`config.mk`:
```
export PLATFORM = sky130hd
export DESIGN_NAME = reg_file_param_flat
export DESIGN_NICKNAME = d
export VERILOG_FILES = /design/src/rtl/rf_pkg.sv /design/src/rtl/reg_file_param_if.sv /design/src/rtl/rf_clear_seq.sv /design/src/rtl/reg_file_param.sv /design/src/flat_wrapper.sv
export SDC_FILE = /design/constraint.sdc
export NUM_CORES = 1
export LEC_CHECK = 0
export BUFFER_PORTS_ARGS = -buffer_cell sky130_fd_sc_hd__buf_2
export CORE_ASPECT_RATIO = 0.75
export CORE_MARGIN = 2
export CORE_UTILIZATION = 59
export CTS_BUF_LIST = sky130_fd_sc_hd__clkbuf_4 sky130_fd_sc_hd__clkbuf_8
export DETAILED_ROUTE_END_ITERATION = 12
export HOLD_SLACK_MARGIN = 0.1
export PLACE_DENSITY_LB_ADDON = 0.25
export SYNTH_ARGS = -nofsm -noshare
export SYNTH_HDL_FRONTEND = slang
export SYNTH_SLANG_ARGS = --single-unit
```
`constraint.sdc`:
```
create_clock -name clk -period 1.8 [get_ports clk]
set_clock_uncertainty 0.05 [all_clocks]
set_input_delay 0.09 -clock clk [delete_from_list [all_inputs] [get_ports clk]]
set_output_delay 0.09 -clock clk [all_outputs]
set_load 0.02 [all_outputs]
```
`src/rtl/rf_pkg.sv`:
```
// Shared types and constants for the parametrised register file.
// Covers the clear-sequencer state type, default geometry and port-slice arithmetic.
package rf_pkg;

    typedef enum logic [0:0] {
        IDLE  = 1'b0,
        CLEAR = 1'b1
    } clr_state_t;

    localparam int DEF_DATA_W = 8;
    localparam int DEF_ADDR_W = 5;
    localparam int DEF_NRD    = 2;

    // Low bit of port `port` inside a flattened multi-port bus of `width`-bit fields.
    function automatic int slice_lo(input int port, input int width);
        return port * width;
    endfunction

endpackage

```
`src/rtl/reg_file_param_if.sv`:
```
// Decoder-side bus of the register file: read/write addresses, data, enables and clear status.
// The decoder drives the master modport and the register file implements the slave modport.
interface reg_file_param_if #(
    parameter int DATA_W = rf_pkg::DEF_DATA_W,
    parameter int ADDR_W = rf_pkg::DEF_ADDR_W,
    parameter int NRD    = rf_pkg::DEF_NRD
);

    logic [NRD*ADDR_W-1:0] ra;
    logic                  re;
    logic [NRD*DATA_W-1:0] rd;
    logic [ADDR_W-1:0]     wa;
    logic [DATA_W-1:0]     wd;
    logic                  we;
    logic                  clr_req;
    logic                  busy;
    logic                  wr_drop;

    modport master (
        output ra, re, wa, wd, we, clr_req,
        input  rd, busy, wr_drop
    );

    modport slave (
        input  ra, re, wa, wd, we, clr_req,
        output rd, busy, wr_drop
    );

endinterface

```
`src/rtl/rf_clear_seq.sv`:
```
// Bulk-clear sequencer: sweeps every register to zero, one per clock, and reports busy.
// Also flags writes that arrive while the sweep owns the storage array.
module rf_clear_seq
    import rf_pkg::*;
#(
    parameter int ADDR_W = DEF_ADDR_W
) (
    input  logic              clk,
    input  logic              rst_n,
    input  logic              clr_req,
    input  logic              we,
    output logic              busy,
    output logic              wr_drop,
    output logic              clr_we,
    output logic [ADDR_W-1:0] clr_addr
);

    localparam logic [ADDR_W-1:0] LAST_IDX = '1;

    clr_state_t        state;
    logic [ADDR_W-1:0] cnt;

    // NOTE: sequential state uses non-blocking assignments so every flop samples pre-edge values.
    always_ff @(posedge clk or negedge rst_n) begin
        if (!rst_n) begin
            state   <= IDLE;
            cnt     <= '0;
            busy    <= 1'b0;
            wr_drop <= 1'b0;
        end else begin
            wr_drop <= we && busy;
            case (state)
                IDLE: begin
                    if (clr_req) begin
                        state <= CLEAR;
                        busy  <= 1'b1;
                        cnt   <= '0;
                    end
                end
                CLEAR: begin
                    if (cnt == LAST_IDX) begin
                        state <= IDLE;
                        busy  <= 1'b0;
                        cnt   <= '0;
                    end else begin
                        cnt <= cnt + ADDR_W'(1);
                    end
                end
                default: begin
                    state <= IDLE;
                    busy  <= 1'b0;
                    cnt   <= '0;
                end
            endcase
        end
    end

    // busy mirrors the CLEAR state, so it doubles as the sweep write strobe.
    assign clr_we   = busy;
    assign clr_addr = cnt;

endmodule

```
`src/rtl/reg_file_param.sv`:
```
// Parametrised multi-port register file with optional zero register, write bypass,
// combinational or registered reads, and a sequenced bulk clear.
module reg_file_param
    import rf_pkg::*;
#(
    parameter int DATA_W   = DEF_DATA_W,
    parameter int ADDR_W   = DEF_ADDR_W,
    parameter int NRD      = DEF_NRD,
    parameter int R0_ZERO  = 1,
    parameter int BYPASS   = 1,
    parameter int READ_REG = 0
) (
    input logic             clk,
    input logic             rst_n,
    reg_file_param_if.slave bus
);

    localparam int NREGS = 1 << ADDR_W;

    logic [DATA_W-1:0] mem [NREGS];
    logic              busy;
    logic              wr_drop;
    logic              clr_we;
    logic [ADDR_W-1:0] clr_addr;
    logic              wr_ok;

    rf_clear_seq #(
        .ADDR_W (ADDR_W)
    ) u_clear_seq (
        .clk      (clk),
        .rst_n    (rst_n),
        .clr_req  (bus.clr_req),
        .we       (bus.we),
        .busy     (busy),
        .wr_drop  (wr_drop),
        .clr_we   (clr_we),
        .clr_addr (clr_addr)
    );

    assign bus.busy    = busy;
    assign bus.wr_drop = wr_drop;

    // A write qualifies only outside a clear and never targets a hard-wired zero register.
    assign wr_ok = bus.we && !busy && !((R0_ZERO != 0) && (bus.wa == '0));

    // NOTE: storage is a flop array with async reset so every entry zeroes at once; no SRAM macro fits.
    always_ff @(posedge clk or negedge rst_n) begin
        if (!rst_n) begin
            for (int i = 0; i < NREGS; i++) begin
                mem[i] <= '0;
            end
        end else if (clr_we) begin
            mem[clr_addr] <= '0;
        end else if (wr_ok) begin
            mem[bus.wa] <= bus.wd;
        end
    end

    for (genvar p = 0; p < NRD; p++) begin : g_rd
        logic [ADDR_W-1:0] addr;
        logic [DATA_W-1:0] rd_val;

        assign addr = bus.ra[slice_lo(p, ADDR_W) +: ADDR_W];

        // NOTE: rd_val gets a default first so no path through the block infers a latch.
        always_comb begin
            rd_val = '0;
            if (!bus.re || busy) begin
                rd_val = '0;
            end else if ((R0_ZERO != 0) && (addr == '0)) begin
                rd_val = '0;
            end else if ((BYPASS != 0) && wr_ok && (bus.wa == addr)) begin
                rd_val = bus.wd;
            end else begin
                rd_val = mem[addr];
            end
        end

        if (READ_REG != 0) begin : g_reg
            logic [DATA_W-1:0] rd_q;

            always_ff @(posedge clk or negedge rst_n) begin
                if (!rst_n) begin
                    rd_q <= '0;
                end else begin
                    rd_q <= rd_val;
                end
            end

            assign bus.rd[slice_lo(p, DATA_W) +: DATA_W] = rd_q;
        end else begin : g_comb
            assign bus.rd[slice_lo(p, DATA_W) +: DATA_W] = rd_val;
        end
    end

endmodule
```
`src/flat_wrapper.sv`:
```
// flat-port wrapper written by rule: the top's interface ports become plain ports
module reg_file_param_flat import rf_pkg::*;
#(
    parameter int DATA_W   = DEF_DATA_W,
    parameter int ADDR_W   = DEF_ADDR_W,
    parameter int NRD      = DEF_NRD,
    parameter int R0_ZERO  = 1,
    parameter int BYPASS   = 1,
    parameter int READ_REG = 0
)
  (clk, rst_n, bus_ra, bus_re, bus_wa, bus_wd, bus_we, bus_clr_req, bus_rd, bus_busy, bus_wr_drop);
  reg_file_param_if #(.DATA_W(DATA_W), .ADDR_W(ADDR_W), .NRD(NRD)) bus_i ();
  input logic clk;
  input logic rst_n;
  input wire logic [$bits(bus_i.ra)-1:0] bus_ra;
  input wire logic [$bits(bus_i.re)-1:0] bus_re;
  input wire logic [$bits(bus_i.wa)-1:0] bus_wa;
  input wire logic [$bits(bus_i.wd)-1:0] bus_wd;
  input wire logic [$bits(bus_i.we)-1:0] bus_we;
  input wire logic [$bits(bus_i.clr_req)-1:0] bus_clr_req;
  output wire logic [$bits(bus_i.rd)-1:0] bus_rd;
  output wire logic [$bits(bus_i.busy)-1:0] bus_busy;
  output wire logic [$bits(bus_i.wr_drop)-1:0] bus_wr_drop;
  assign bus_i.ra = bus_ra;
  assign bus_i.re = bus_re;
  assign bus_i.wa = bus_wa;
  assign bus_i.wd = bus_wd;
  assign bus_i.we = bus_we;
  assign bus_i.clr_req = bus_clr_req;
  assign bus_rd = bus_i.rd;
  assign bus_busy = bus_i.busy;
  assign bus_wr_drop = bus_i.wr_drop;
  reg_file_param #(.DATA_W(DATA_W), .ADDR_W(ADDR_W), .NRD(NRD), .R0_ZERO(R0_ZERO), .BYPASS(BYPASS), .READ_REG(READ_REG)) u_core (.clk(clk), .rst_n(rst_n), .bus(bus_i));
endmodule
```
# ---- After elaboration in Yosys (flattened, before gate mapping)
# Index checks and enable logic that the tools add are counted.
dict set report totals {
  n_memories 0
  reg_bits 264
  ram_bits 0
  latchBits 0
  romBits 0
  elab_cells 99
}
dict set report op_classes {
  reduce_logical 16
  muxes 28
  shifts 0
  div_mod_pow 0
  n_bitwise 7
  eq_ne 5
  n_addsub 1
  multipliers 0
  magnitude_cmp 6
}
# operator count
set ops {}
lappend ops {{two-way mux 256 bit} 2}
lappend ops {{bitwise AND 256 bit} 1}
lappend ops {{bitwise mux 256 bit} 1}
lappend ops {{inverter 256 bit} 1}
lappend ops {{two-way mux 8 bit} 12}
lappend ops {{binary-select mux 8 bit (select 5 bit)} 2}
lappend ops {{demux 8 bit (select 5 bit)} 2}
lappend ops {{>= comparator 6 bit, second input constant} 4}
lappend ops {{inverter 5 -> 6 bit} 4}
lappend ops {{zero test 5 bit} 3}
lappend ops {{< comparator 6 x 1 -> 1 bit, second input constant} 2}
lappend ops {{== test 5 bit} 2}
lappend ops {{two-way mux 5 bit} 2}
lappend ops {{one-hot mux 5 bit (2 select lines)} 1}
lappend ops {{logical AND 1 bit} 7}
lappend ops {{adder 5 x 1 -> 5 bit, second input constant} 1}
lappend ops {{== test 5 bit, second input constant} 1}
lappend ops {{two-way mux 1 bit} 4}
lappend ops {{one-hot mux 1 bit (2 select lines)} 2}
lappend ops {{zero test 1 bit} 3}
lappend ops {{inequality test 2 x 1 -> 1 bit, second input constant} 1}
lappend ops {{inequality test 2 bit, second input constant} 1}
lappend ops {{AND reduction 2 bit} 1}
lappend ops {{nonzero test 2 bit} 1}
lappend ops {{2 further kinds} 2}

# ---- Longest topological paths before layout
# Gate-level depths: netlist of the first run.
dict set report depth {
  depth_word 8
  depth_mapped 9
  depth_no_buf 7
}

# ---- Hierarchy
# A second synthesis of the first run with hierarchy kept.
dict set report unflattened {
  cells_unflattened 1396
  area_unflattened_um2 14910.6
}
# mod area_each_um2 n_inst cells_each seq_area_each_um2
set by_module_without_submodules {}
lappend by_module_without_submodules {reg_file_param 14537.7 1 1362 6406.1}
lappend by_module_without_submodules {rf_clear_seq 372.9 1 34 200.2}

# ---- Worst setup path before layout of the first run
# OpenSTA, ideal clock, no wires.
dict set report synth_timing {
  kind {reg-to-output}
  startpoint {register u_core.u_clear_seq.busy}
  endpoint {output bus_rd[10]}
  path_slack_ns -0.242
  stages_incl_launch_ff 7
  arrival_time_ns 1.902
  path_buffers 1
  t_required_ns 1.660
  path_cell_list {dfrtp_1 nand2b_1 nor4_1 nand3_1 and3_1 clkbuf_1 a221o_1}
}
dict set report synth_via {
  elab_chain_cells 7
  word_cells_on_any_way 8
  classes_between {mux (3); reduce/logical (5)}
}
# item line
set synth_rtl {}
lappend synth_rtl {{start: declaration} rf_clear_seq.sv:12} ;# output logic busy,
lappend synth_rtl {{start signal: assignment} rf_clear_seq.sv:28} ;# busy <= 1'b0;
lappend synth_rtl {{start signal: assignment} rf_clear_seq.sv:36} ;# busy <= 1'b1;
lappend synth_rtl {{start signal: assignment} rf_clear_seq.sv:43} ;# busy <= 1'b0;
lappend synth_rtl {{zero test 1 bit} reg_file_param.sv:44} ;# assign wr_ok = bus.we && !busy && !((R0_ZERO != 0) && (bus.wa == '0));
lappend synth_rtl {{logical AND 1 bit (2 in series)} reg_file_param.sv:44}
lappend synth_rtl {{logical AND 1 bit} reg_file_param.sv:72} ;# end else if ((BYPASS != 0) && wr_ok && (bus.wa == addr)) begin
lappend synth_rtl {{two-way mux 8 bit} reg_file_param.sv:72}
lappend synth_rtl {{two-way mux 8 bit} reg_file_param.sv:70} ;# end else if ((R0_ZERO != 0) && (addr == '0)) begin
lappend synth_rtl {{two-way mux 8 bit (*)} reg_file_param.sv:68} ;# if (!bus.re || busy) begin
lappend synth_rtl {{end: declaration} flat_wrapper.sv:21} ;# output wire logic [$bits(bus_i.rd)-1:0] bus_rd;
# Every way passes the cells marked *; elsewhere a longest branch is shown, timed or not.

# ---- Worst setup path in the final report of the first run
dict set report layout_timing {
  startpoint {register u_core.mem[121] (netlist name)}
  endpoint {output bus_rd[1]}
}
dict set report layout_via {
  elab_chain_cells 6
}
# item line
set layout_rtl {}
lappend layout_rtl {{start: declaration} reg_file_param.sv:20} ;# logic [DATA_W-1:0] mem [NREGS];
lappend layout_rtl {{start signal: indexed assignment} reg_file_param.sv:55} ;# mem[bus.wa] <= bus.wd;
lappend layout_rtl {{binary-select mux 8 bit (select 5 bit)} reg_file_param.sv:75} ;# rd_val = mem[addr];
lappend layout_rtl {{two-way mux 8 bit (not written as such) (2 in series)} reg_file_param.sv:75}
lappend layout_rtl {{two-way mux 8 bit} reg_file_param.sv:72}
lappend layout_rtl {{two-way mux 8 bit} reg_file_param.sv:70}
lappend layout_rtl {{two-way mux 8 bit} reg_file_param.sv:68}
# Every way passes these cells. The select of a mux whose other input is x is not followed.

==> results of run 1 <==
==> power breakdown <==
| group | internal [mW] | switching [mW] |
|---|---|---|
| clock network | 2.92 | 2.59 |
| registers | 6.89 | 0.939 |
| logic | 3.50 | 3.28 |
| total | 13.3 | 6.81 |
==> sequential cells by signal, summed over array words and instances, names as in the netlist <==
register,cells
u_core.mem,256
u_core.u_clear_seq.busy,1
u_core.u_clear_seq.clr_addr,5
u_core.u_clear_seq.state,1
u_core.u_clear_seq.wr_drop,1
==> metrics by stage <==
stage,area (µm²),TNS [ps],total power [mW],hold WS (ps)
2_1_floorplan,14500,-9230,10.3,-256
4_1_cts,19200,-12340,19.2,241
6_report,19800,-41490,20.1,276
3_5_place_dp,17900,-20650,13.5,-21.7
5_1_grt,19800,-46700,20.7,286
3_3_place_gp,17900,-13960,13.3,-22.0
==> routing by layer <==
metal  global-route usage, %  vias up  share of wire (%)
li1                        -     5203                  -
met1                    63.3     6788                 36
met2                    62.4     1310                 43
met3                    16.3      296                 15
met4                    17.2        2                5.2
met5                       0        -              0.026
==> kinds of logic (layout without fill, tap and decap cells) <==
group                      after synthesis  in the layout  share of synthesized area (%)
xor gates and xnor gates                 8              8                          0.486
other                                    0              1                              0
buffers and inverters                  101            538                           3.64
AOI/OAI and AO/OA                      353            353                           19.7
muxes                                  186            186                           23.7
and+or+nand+nor                        169            169                           6.20
adders and majority gates                5              5                          0.434
DFF                                    264            264                           45.8
==> cell usage after synthesis (3+ instances only) <==
master    count
buf_2        23
buf_6         7
dfrtp_1     264
a211oi_1      5
a221o_1       8
nor2_1       38
xor2_1        6
nand4_1       7
nand3_1      17
mux2_2        3
nor2_2       10
a21oi_1      46
ha_1          5
a22oi_1       9
nand3b_1      6
and2_1       15
nor3b_1       3
a32o_1        3
mux2i_1      67
nand2_1      25
nor2b_1      10
o21ai_0      13
buf_4         7
a31oi_1       5
nand2b_1      8
mux4_1       25
buf_1         9
clkbuf_1     42
and3_1       13
o22ai_1       3
a22o_1      250
clkbuf_2      4
mux4_2       91
nor3_1        6
inv_1         6
==> worst register-to-register path, delay by kind of cell (launching register included) <==
family                 cells  cell delay (ps)
AND/OR/NAND/NOR            3              400
flip-flops                 1              450
AO/OA/AOI/OAI              2              270
buffers and inverters      5              750
==> path summary, 6_finish.rpt <==
| path | to | slack, ps | cells past startpoint |
|---|---|---|---|
| worst max-delay path | bus_rd[1] | -870 | 7 |
| worst min-delay path | u_core.u_clear_seq.clr_addr[1] | 280 | 3 |
| worst max register to register | u_core.mem[9] | -240 | 10 |
| worst min register to register | u_core.mem[254] | 470 | 1 |
| max in group asynchronous | u_core.mem[186] | 550 | 4 |
| min in group asynchronous | u_core.mem[171] | 490 | 3 |
==> area by class of cell <==
class,instances,area [µm²],share of cell area [%]
timing repair buffer,459,3960,20.0
antenna,1,2.50,0.0126
sequential,264,6610,33.3
tap,331,414,2.09
inverter,7,26.3,0.133
clock buffer,63,823,4.15
multi-input combinational,721,7940,40.0
clock inverter,9,50.0,0.252
==> repair_timing <==
item | CTS | global route
buffers inserted | 14 | 20
gates resized for setup | 95 | 156
hold buffers | 12 | 0
endpoints found under the setup margin | 250 | 244
pin swaps | 28 | 65
gates cloned | 0 | 0
endpoints found under the hold margin | 344 | 0
==> flow_metrics.env, run 1 <==
export IMPL_final_core_utilization_pct=82.7
export IMPL_outcome="finished with violations"
export IMPL_vdd_ir_drop_max_uv=1110
export IMPL_cap_viol_max_count=0
export IMPL_drtPass1Iterations=9
export IMPL_nets=1528
export IMPL_clock_path_buffers=3
export IMPL_layout_cells_non_filler=1855
export IMPL_syn_area_per_cell_um2=13.3
export IMPL_synth_area_leaders="dfrtp_1 46%, a22o_1 15%, mux4_2 14%"
export IMPL_syn_nets=1119
export IMPL_io_pins=46
export IMPL_cp_start_kind="register"
export IMPL_cts_root_buffer="clkbuf_8"
export IMPL_syn_area_um2=14400
export IMPL_fin_crit_sh_pct=148
export IMPL_fin_ws_ps=-865
export IMPL_die_y_um=139
export IMPL_place_congestion=1.02
export IMPL_min_from="bus_clr_req"
export IMPL_htreeDepth=2
export IMPL_max_freq_mhz=375
export IMPL_routed_via_count=13599
export IMPL_synth_cell_types=54
export IMPL_crit_top_cell="buf_6"
export IMPL_synth_top_area_share_pct=45.8
export IMPL_synth_edff_count=0
export IMPL_insertion_delay_ps=590
export IMPL_grt_pass1_vias=13261
export IMPL_core_area_um2=24000
export IMPL_yosysTopAreaCell="dfrtp_1"
export IMPL_grt_max_degree=55
export IMPL_required_ps=1660
export IMPL_overflow=0
export IMPL_routedWlPerCell_um=31.4
export IMPL_core_rowCount=49
export IMPL_setup_viol=262
export IMPL_netlist_instances=1086
export IMPL_power_density_nw_per_um2=1010
export IMPL_cp_arrival_ps=2530
export IMPL_timing_critical_path_slowest_stage_cell="mux4_2"
export IMPL_placement_io_buffers=45
export IMPL_crit_fanout=2
export IMPL_die_w_um=184
export IMPL_start_util_pct=60.1
export IMPL_cp_top_family="multiplexers"
export IMPL_drive_gt1_share_pct=49.1
export IMPL_place_ws_ps=-564
export IMPL_leakage_nw=9.26
export IMPL_numCtsBuffers=42
export IMPL_path_cells="buf_6, mux4_2, a22oi_2, buf_4, nand4_1, a22o_1, buf_6"
export IMPL_ys_flop_type="dfrtp_1"
export IMPL_final_cell_mix="337 x buf_4, 263 x dfrtp_1, 250 x a22o_1"
export IMPL_layout_commonest_cell="buf_4"
export IMPL_hold_viol=0
export IMPL_rsz0062_at_grt="true"
export IMPL_violations="setup timing"
export IMPL_hold_class="input port to register"
export IMPL_vias_per_cell=7.33
export IMPL_period_needed_ps=2670
export IMPL_die_area_um2=25700
export IMPL_clock_sinks=264
export IMPL_async_flop_share_pct=100
export IMPL_drv_slew=0
export IMPL_max_slew_margin_pct=53.6
export IMPL_cts_tree="built"
export IMPL_hpwl_mm=38.0
export IMPL_critPathMaxStageDelay_ps=520
export IMPL_antenna_found_initial=2
export IMPL_ys_warn_count=0
export IMPL_crit_type="register to output pin"
export IMPL_rr_startpoint="u_core.u_clear_seq.busy"
export IMPL_seq_area_frac_synth_pct=45.8
export IMPL_fillers=1266
export IMPL_drc=0
export IMPL_drt_total_wl_mm=58.3
export IMPL_timing_critical_path_buf_inv=3
export IMPL_dp_cells=1759
export IMPL_initialDrtViolationCount=1952
export IMPL_syn_to_final_growth_pct=37.6
export IMPL_path_clk_slew_ps=70
export IMPL_tightestPinTransition_ps=694
export IMPL_cp_end_kind="output pin"
export IMPL_ant_nets=0
export IMPL_crit_path_start="u_core.mem[121]"
export IMPL_ys_seq_elements=264
export IMPL_grt_pass1_wl_mm=83.5
export IMPL_grt_usage_pct=44.4
Power figures use the tool's default switching activity.
==> inputs of run 2 (changes only) <==
--- a/config.mk
+++ b/config.mk
@@ -13,6 +13,7 @@
 export DETAILED_ROUTE_END_ITERATION = 12
 export HOLD_SLACK_MARGIN = 0.1
 export PLACE_DENSITY_LB_ADDON = 0.25
+export SETUP_SLACK_MARGIN = 0.05
 export SYNTH_ARGS = -nofsm -noshare
 export SYNTH_HDL_FRONTEND = slang
 export SYNTH_SLANG_ARGS = --single-unit
==> run 2 against run 1 <==
The flow still finishes with violations (setup timing). Register-to-register slack improved by 40 ps. Worst setup slack got worse by 26 ps. Final area increased by 1.5%. Global-route usage increased by 1.0 points. First-iteration DRC count increased by 16%. Critical endpoint is now bus_rd[8]. Largest cell class unchanged. Largest power group unchanged.
==> flow_metrics.env, run 2 (same netlist as run 1, synthesis figures left out) <==
export IMPL_syn_to_final_growth_pct=39.6
export IMPL_rsz0062_at_grt="true"
export IMPL_required_ps=1660
export IMPL_grt_usage_pct=45.4
export IMPL_fin_crit_sh_pct=150
export IMPL_numCtsBuffers=42
export IMPL_setup_viol=204
export IMPL_power_density_nw_per_um2=1020
export IMPL_place_ws_ps=-633
export IMPL_core_area_um2=24000
export IMPL_routed_via_count=13914
export IMPL_htreeDepth=2
export IMPL_layout_cells_non_filler=1899
export IMPL_stdcell_area_um2=20100
export IMPL_vdd_ir_drop_max_uv=963
export IMPL_cp_top_family="multiplexers"
export IMPL_start_util_pct=60.1
export IMPL_vias_per_cell=7.33
export IMPL_die_area_um2=25700
export IMPL_drv_slew=0
export IMPL_max_slew_margin_pct=57.2
export IMPL_antenna_found_initial=3
export IMPL_cp_arrival_ps=2550
export IMPL_fin_ws_ps=-891
export IMPL_post_dp_cell_area_um2=18100
export IMPL_nets=1573
export IMPL_cap_viol_max_count=0
export IMPL_largest_reg_flops=256
export IMPL_grt_max_degree=56
export IMPL_drt_total_wl_mm=59.9
export IMPL_multi_input_area_um2=7880
export IMPL_final_core_utilization_pct=83.9
export IMPL_clock_sinks=264
export IMPL_insertion_delay_ps=590
export IMPL_dp_cells=1792
export IMPL_fillers=1163
export IMPL_timing_critical_path_buf_inv=2
export IMPL_placement_io_buffers=45
export IMPL_outcome="finished with violations"
export IMPL_largest_register="u_core.mem"
export IMPL_rrSetupSlack_ps=-200
export IMPL_cp_start_kind="register"
export IMPL_routedWlPerCell_um=31.6
export IMPL_die_w_um=184
export IMPL_io_pins=46
export IMPL_ant_nets=0
export IMPL_grt_pass1_wl_mm=85.7
export IMPL_place_congestion=0.997
export IMPL_drc=0
export IMPL_num_antenna_cells=0
export IMPL_hpwl_mm=39.0
export IMPL_violations="setup timing"
export IMPL_core_rowCount=49
export IMPL_max_freq_mhz=372
export IMPL_drive_gt1_share_pct=50.6
export IMPL_initialDrtViolationCount=2256
export IMPL_die_y_um=139
export IMPL_hold_viol=0
export IMPL_cp_end_kind="output pin"
export IMPL_hold_class="input port to register"
export IMPL_path_clk_slew_ps=60
export IMPL_critPathMaxStageDelay_ps=540
export IMPL_final_cell_mix="382 x buf_4, 261 x dfrtp_1, 250 x a22o_1"
export IMPL_p_total_mw=20.6
export IMPL_path_cells="buf_4, mux4_2, mux2i_2, a21oi_2, a221o_1, buf_6"
export IMPL_clock_path_buffers=3
export IMPL_period_needed_ps=2690
export IMPL_timing_critical_path_slowest_stage_cell="mux4_2"
export IMPL_cts_root_buffer="clkbuf_8"
export IMPL_crit_fanout=2
export IMPL_holdWs_ps=258
export IMPL_final_seq_area_um2=6610
export IMPL_grt_pass1_vias=13867
export IMPL_cts_tree="built"
export IMPL_crit_type="register to output pin"
export IMPL_drtPass1Iterations=6
export IMPL_layout_commonest_cell="buf_4"
export IMPL_overflow=0
export IMPL_finalSetupTns_ps=-31460
export IMPL_leakage_nw=9.51
export IMPL_tightestPinTransition_ps=641
run 2: layout make-up:
cell class,instances,area share (%)
clock buffer,66,4.17
clock inverter,6,0.274
inverter,7,0.131
multi-input combinational,721,39.2
sequential,264,32.9
tap,331,2.06
timing repair buffer,504,21.4
run 2: final timing paths:
| check | start | to | cells past startpoint |
|---|---|---|---|
| max | u_core.mem[0] | bus_rd[8] | 6 |
| min | bus_clr_req | u_core.u_clear_seq.clr_addr[1] | 3 |
| max reg2reg | u_core.u_clear_seq.busy | u_core.mem[41] | 10 |
| min reg2reg | u_core.mem[249] | u_core.mem[249] | 1 |
| max in group asynchronous | rst_n | u_core.mem[167] | 4 |
| min in group asynchronous | rst_n | u_core.mem[147] | 3 |
run 2: tightest hold or removal path: stages:
cell and delay, ps:
dlygate4sd3_1 520, buf_2 160, o31ai_1 80
run 2: timing repair:
action / in CTS / in global routing
hold buffers: 12 / 0
pin swaps: 38 / 25
buffers inserted: 17 / 9
endpoints found under the hold margin: 353 / 0
gates resized for setup: 119 / 115
setup endpoints to repair: 116 / 275
run 2: metal layers:
metal | up-vias | GRT usage, % | share of wire (%)
li1 | 5307 | - | -
met1 | 6910 | 61.2 | 35
met2 | 1310 | 66.1 | 44
met3 | 381 | 17.8 | 15
met4 | 6 | 19.0 | 6.2
met5 | - | 0 | 0.062
run 2: power by group:
group          internal (mW)  switching [mW]
sequential              6.89           0.932
combinational           3.71            3.42
clock                   3.09            2.56
